===== src/rtl/divisor_pkg.sv =====
// Shared constants for the restoring divider: state encoding, default widths
// and the number of shift-subtract iterations per operation.
package divisor_pkg;

  localparam logic [1:0] S_IDLE = 2'b00;
  localparam logic [1:0] S_CALC = 2'b01;
  localparam logic [1:0] S_DONE = 2'b10;

  localparam int DVD_W = 8;
  localparam int DEN_W = 4;
  localparam int ITER  = 8;

endpackage


===== src/rtl/subtrator.sv =====
// Combinational compare-and-subtract step: borrow=0 means minuend >= subtrahend.
module subtrator #(
  parameter int W = 4
) (
  input  logic [W:0]   minuend,
  input  logic [W-1:0] subtrahend,
  output logic [W:0]   difference,
  output logic         borrow
);

  always_comb begin
    {borrow, difference} = {1'b0, minuend} - {2'b00, subtrahend};
  end

endmodule


===== src/rtl/divisor.sv =====
// Multi-cycle unsigned restoring divider producing one quotient bit per clock,
// MSB first, with a divide-by-zero shortcut straight to DONE.
module divisor
  import divisor_pkg::*;
#(
  parameter int N_DVD = DVD_W,
  parameter int N_DEN = DEN_W
) (
  input  logic             Clk,
  input  logic             Reset,
  input  logic             St,
  input  logic [N_DVD-1:0] Dividendo,
  input  logic [N_DEN-1:0] Denominador,
  output logic [N_DVD-1:0] Quociente,
  output logic [N_DEN-1:0] Resto,
  output logic             Idle,
  output logic             Done,
  output logic             Erro,
  output logic [1:0]       fsm_state
);

  localparam int CNT_W = $clog2(ITER);
  localparam logic [CNT_W-1:0] LAST = CNT_W'(ITER - 1);

  logic [1:0]       state;
  logic [CNT_W-1:0] cnt;
  // Dividend shifts out of the MSB while quotient bits shift into the LSB.
  logic [N_DVD-1:0] dvd_sh;
  logic [N_DEN-1:0] den_q;
  logic [N_DEN:0]   rem;

  logic [N_DEN:0]   shifted;
  logic [N_DEN:0]   diff;
  logic             borrow;
  logic [N_DEN:0]   rem_next;
  logic [N_DVD-1:0] quo_next;
  logic             unused_rem_msb;

  // The remainder stays below the divisor after each step, so its MSB is
  // always zero before the shift and is not needed to form the next value.
  assign unused_rem_msb = rem[N_DEN];
  assign shifted        = {rem[N_DEN-1:0], dvd_sh[N_DVD-1]};

  subtrator #(.W(N_DEN)) u_sub (
    .minuend    (shifted),
    .subtrahend (den_q),
    .difference (diff),
    .borrow     (borrow)
  );

  assign rem_next = borrow ? shifted : diff;
  assign quo_next = {dvd_sh[N_DVD-2:0], ~borrow};

  // Handshake: St is a level request sampled only in IDLE; Done is a single
  // cycle strobe, and Quociente/Resto/Erro are valid from Done until the next Done.
  assign Idle      = (state == S_IDLE);
  assign Done      = (state == S_DONE);
  assign fsm_state = state;

  always_ff @(posedge Clk) begin
    if (!Reset) begin
      state     <= S_IDLE;
      cnt       <= '0;
      dvd_sh    <= '0;
      den_q     <= '0;
      rem       <= '0;
      Quociente <= '0;
      Resto     <= '0;
      Erro      <= 1'b0;
    end else begin
      case (state)
        S_IDLE: begin
          if (St) begin
            if (Denominador == '0) begin
              Quociente <= '1;
              Resto     <= '0;
              Erro      <= 1'b1;
              state     <= S_DONE;
            end else begin
              dvd_sh <= Dividendo;
              den_q  <= Denominador;
              rem    <= '0;
              cnt    <= '0;
              state  <= S_CALC;
            end
          end
        end
        S_CALC: begin
          dvd_sh <= quo_next;
          rem    <= rem_next;
          cnt    <= cnt + 1'b1;
          if (cnt == LAST) begin
            Quociente <= quo_next;
            Resto     <= rem_next[N_DEN-1:0];
            Erro      <= 1'b0;
            state     <= S_DONE;
          end
        end
        S_DONE:  state <= S_IDLE;
        default: state <= S_IDLE;
      endcase
    end
  end

endmodule

===== config.mk =====
export PLATFORM = sky130hd
export DESIGN_NAME = divisor
export DESIGN_NICKNAME = d
export VERILOG_FILES = /design/src/rtl/divisor_pkg.sv /design/src/rtl/subtrator.sv /design/src/rtl/divisor.sv
export SDC_FILE = /design/constraint.sdc
export NUM_CORES = 1
export LEC_CHECK = 0
export CORE_MARGIN = 2
export CORE_UTILIZATION = 50
export CTS_CLUSTER_SIZE = 25
export DETAILED_ROUTE_END_ITERATION = 6
export PLACE_DENSITY = 0.78
export SKIP_CTS_REPAIR_TIMING = 1
export SLEW_MARGIN = 20
export SYNTH_ARGS = -nofsm -noshare
export SYNTH_HDL_FRONTEND = slang
export SYNTH_SLANG_ARGS = --single-unit

===== constraint.sdc =====
create_clock -name Clk -period 2.38 [get_ports Clk]
set_input_delay 0.476 -clock Clk [delete_from_list [all_inputs] [get_ports Clk]]
set_output_delay 0.476 -clock Clk [all_outputs]
set_load 0.03 [all_outputs]

# Yosys cells after proc, flatten, opt, wreduce, memory -nomap -nowiden

Cells that the tools add are included.

Mux-type cells: 26
Eq/ne operators: 7
$mul: 0
Reductions and logical operators: 7
Bitwise logic cells: 2
Divide/modulo/power cells: 0
Add/subtract/negate cells: 2
Shift-type cells: 0
Magnitude comparators: 0

Operators with widths:

| kind                | number |
|---|---|
| $mux 8              | 5 |
| $pmux 8 s2          | 2 |
| $mux 4              | 6 |
| $pmux 4 s2          | 2 |
| $mux 2              | 3 |
| $mux 3              | 2 |
| $ne 2x2->1 const B  | 3 |
| $pmux 3 s2          | 1 |
| $reduce_and 3->1    | 2 |
| $sub 5x4->6         | 1 |
| $logic_not 4->1     | 1 |
| $pmux 2 s2          | 1 |
| $reduce_and 4->1    | 1 |
| $add 3x1->3 const B | 1 |
| $eq 3x3->1 const B  | 1 |
| $mux 1              | 3 |
| $eq 2x1->1 const B  | 1 |
| $eq 2x2->1 const B  | 1 |
| $logic_not 2->1     | 1 |
| $ne 2x1->1 const B  | 1 |
| $not 1->1           | 2 |
| $pmux 1 s2          | 1 |
| $reduce_and 2->1    | 1 |
| $reduce_bool 2->1   | 1 |

Bits in registers: 34
Memories: 0
Bits in read-only memories: 0
Logic and storage cells: 52
Bits in writable memories: 0
Latch bits: 0
Input port bits: 15

# Logic depth before layout (Yosys ltp)

Word-level depth: 4
Gate-level depth with buffers: 7

# Modules after synthesis

Synthesis repeated with hierarchy kept, for this count alone.

Cell total of the unflattened synthesis: 179
Area total of the unflattened synthesis: 1667.8 um2

Modules (own cells, without submodules):

| module    | instances | sequential area each (um2) | area an instance (um2) | cells each |
|---|---|---|---|---|
| divisor   | 1         | 680.7                      | 1487.7                 | 156 |
| subtrator | 1         | 0.0                        | 180.2                  | 23 |

# Worst setup path before layout

No wires, ideal clock.

Path kind: reg2reg
Start: register den_q[1]
End: register rem[2]
Period minus slack after synthesis: 1.756 ns
Arrival time: 1.640 ns
Setup slack: 0.624 ns
Required time: 2.264 ns
Cell stages (with the launch flop): 8
Cell sequence: dfxtp_1 inv_1 ha_1 nand2b_1 a21oi_1 nand2b_1 mux2_2 a31o_2

Longest elaborated chain between the ends: 3

RTL lines:

| what                   | RTL line        | RTL |
|---|---|---|
| from (decl)            | divisor.sv:29   | `logic [N_DEN-1:0] den_q;` |
| from (signal assigned) | divisor.sv:81   | `den_q <= Denominador;` |
| $sub 5x4->6            | subtrator.sv:12 | `{borrow, difference} = {1'b0, minuend} - {2'b00, subtrahend};` |
| $mux 4                 | divisor.sv:51   | `assign rem_next = borrow ? shifted : diff;` |
| $pmux 4 s2             | divisor.sv:71   | `case (state)` |
| to (signal assigned)   | divisor.sv:90   | `rem <= rem_next;` |
| to (decl)              | divisor.sv:30   | `logic [N_DEN:0] rem;` |

Every way passes these cells.
A chain may end at the register's enable or synchronous reset.

# Worst setup path after layout

Start: register state[1] (netlist: fsm_state[1])
End: output Done

Longest elaborated chain between the ends: 1

RTL lines:

| what                   | RTL line      | RTL |
|---|---|---|
| from (decl)            | divisor.sv:25 | `logic [1:0] state;` |
| from (signal assigned) | divisor.sv:62 | `state <= S_IDLE;` |
| from (signal assigned) | divisor.sv:78 | `state <= S_DONE;` |
| from (signal assigned) | divisor.sv:84 | `state <= S_CALC;` |
| $eq 2x2->1             | divisor.sv:57 | `assign Done = (state == S_DONE);` |
| to (decl)              | divisor.sv:17 | `output logic Done,` |

Every way passes these cells.

==> run_results.csv <==
group,metric,value,unit
floorplan,die_width,59.9,um
routing,route.detailed.wl_per_inst,14.5,um
pwr,p_per_area,597,nW/um2
logic_synthesis,ys_types,36,
layout,syn2layout_area_growth,26.0,%
grt,grt_pass1_wl,5660,um
logic_synthesis,synth_commonest_cells,"dfxtp_1 (34), nand2_1 (18), o21ai_0 (16), nand2b_1 (11), nor2_1 (9)",
placement,hpwl,2500,um
critical_path,max_stage_delay,670,ps
floorplan,die_h,59.9,um
pwr,vdd_ir_drop_max,0.319,mV
floorplan,die_area,3590,um2
timing,final_hold_viol_count,0,
logic_synthesis,ys.warnings.count,0,
flow_run,max-cap-violations,0,
placement,io_buffers,31,
logic_synthesis,synth_ff_type,"dfxtp_1",
layout,diodes,0,
timing,worstMarginPinSlew,559,ps
cts,cts_buffer_depth,2,
cts,cts_sinks,34,
layout,nets,228,
timing,slew_viol_final,0,
routing,firstDrtPassIters,4,
critical_path,crit_type,"register to output pin",
routing,wirelength,3480,um
cts,clkTransAtPathRegs,100,ps
critical_path,slowest_stage,"clkdlybuf4s50_1",
grt,grt_usage,21.6,%
cts,cts_made_buffers,5,
floorplan,initial_core_util,52.0,%
timing,worst_slew_margin_rel,62.7,%
placement,gp_congestion,0.772,
cts,cts_htree_levels,2,
timing,fin_crit,2140,ps
pwr,power,0.00118,W
grt,grt_pass1_vias,1335,
timing,finClkSkew,4.52,ps
routing,postRouteAntennaNets,0,
critical_path,worstPathRequired,1900,ps
timing,setup_viol_count_final,0,
logic_synthesis,synth_area_leaders,"dfxtp_1 (44%), o21ai_0 (5.1%), o311a_1 (5.1%)",
floorplan,core_area,3000,um2
logic_synthesis,yosysSeqAreaShare,43.6,%
timing,tns,0,ps
routing,drtIter0Drc,74,
cts,worstSkewPairLatency,340,ps
floorplan,rows,20,
critical_path,cp-start-kind,"register",
logic_synthesis,syn_avg_cell_area,9.03,um2
logic_synthesis,syn_area,1560,um2
outcome,status,"completed",
hold_path,hold_class,"register to register",
logic_synthesis,syn_nets,195,
logic_synthesis,synth_edf_count,0,
floorplan,io_pins,32,
critical_path,crit_path_end_kind,"output pin",
cts,cts_tree,"done",
critical_path,cp.arrival,1670,ps
critical_path,critPathMaxFanout,7,
critical_path,cp_cell_sequence,"inv_1 > nor2_1 > clkdlybuf4s50_1",
grt,antenna_found_initial,0,
grt,gr-total-overflow,0,
grt,grt_start_max_net_pins,39,
timing,rsz0062_at_grt,"false",
logic_synthesis,syn-instance-count,173,
logic_synthesis,netlist.area_leader.share,43.6,%
logic_synthesis,async_flop_share,0,%
routing,viasPerCell,5.78,
routing,vias,1386,
logic_synthesis,yosysTopAreaCell,"dfxtp_1",
logic_synthesis,yosysMostFrequentCell,"dfxtp_1",
routing,drc_errors,0,
logic_synthesis,ys_ff_latch,34,
pwr,p_leak,0.768,nW
timing,period_share,90.1,%
cts,clockRootBuffer,"clkbuf_4",
timing,fmax,0.466,GHz
layout,drive_gt1_share,9.66,%
[path summary, 6_finish.rpt]
check | end | startpoint | slack, ps | depth (start not counted)
worst max-delay path | Done | fsm_state[1] | 240 | 3
worst min register to register | Resto[3] | Resto[3] | 470 | 2
worst max register to register | rem[2] | dvd_sh[7] | 410 | 7
worst min-delay path | Resto[3] | Resto[3] | 470 | 2
[sequential cells by signal, indices dropped and copies added (netlist names)]
signal	flops
Quociente	8
Erro	1
rem	4
den_q	4
fsm_state	2
Resto	4
dvd_sh	8
cnt	3
[layout make-up]
type                       count  area [um2]
fill                         269        1030
multi-input combinational    121         810
inverter                       8        30.0
clock buffer                   7        55.1
tap                           33        41.3
timing repair buffer          36         348
clock inverter                 1        5.00
sequential                    34         681
[cell families after synthesis]
family,after synthesis,share of synthesized area (%)
mux,6,4.08
fa+ha+maj,7,6.08
simple gates,62,21.7
xor+xnor,1,0.561
buf+inv,18,4.64
compound gates,45,19.4
flops,34,43.6
[critical path: cells and delay by family (launching register included)]
family        cells  cell delay, ps
buf+inv           2             780
flops             1             460
simple gates      1              90
[routing by layer]
metal	share of wire (%)	up-vias	track usage, %
met5	0	-	0
met2	52	35	37.0
li1	-	689	-
met3	4.3	9	5.19
met4	2.2	0	11.7
met1	42	653	24.5
[stage by stage]
stage               hold WS, ps  util, %  cells  setup WS, ps  instance area, um2
finish                      468     65.6    240           235                1970
global route                500     65.6    240           144                1970
CTS                         473     65.6    240           229                1970
detailed placement          458     63.6    232          69.2                1910
global placement            453     63.6    232           154                1910
floorplan                   449        -    173           624                1560
[placed cells by master, fill, tap and decap left out, types with 2 or more instances in the layout]
cell type,n
a21oi_1,3
nand3_1,7
clkdlybuf4s50_1,31
buf_4,5
mux2_2,3
ha_1,6
nand2b_1,11
nor2_1,9
a31oi_1,8
inv_1,8
nor2b_1,7
nor3_1,2
nand2_1,18
a22oi_1,2
dfxtp_1,34
o311a_1,8
clkbuf_4,5
mux2i_1,3
o21ai_0,16
[power breakdown]
group          switching, W  internal, W
sequential        0.0000235     0.000598
combinational      0.000119     0.000101
clock              0.000191     0.000143
Power figures use the tool's default switching activity.
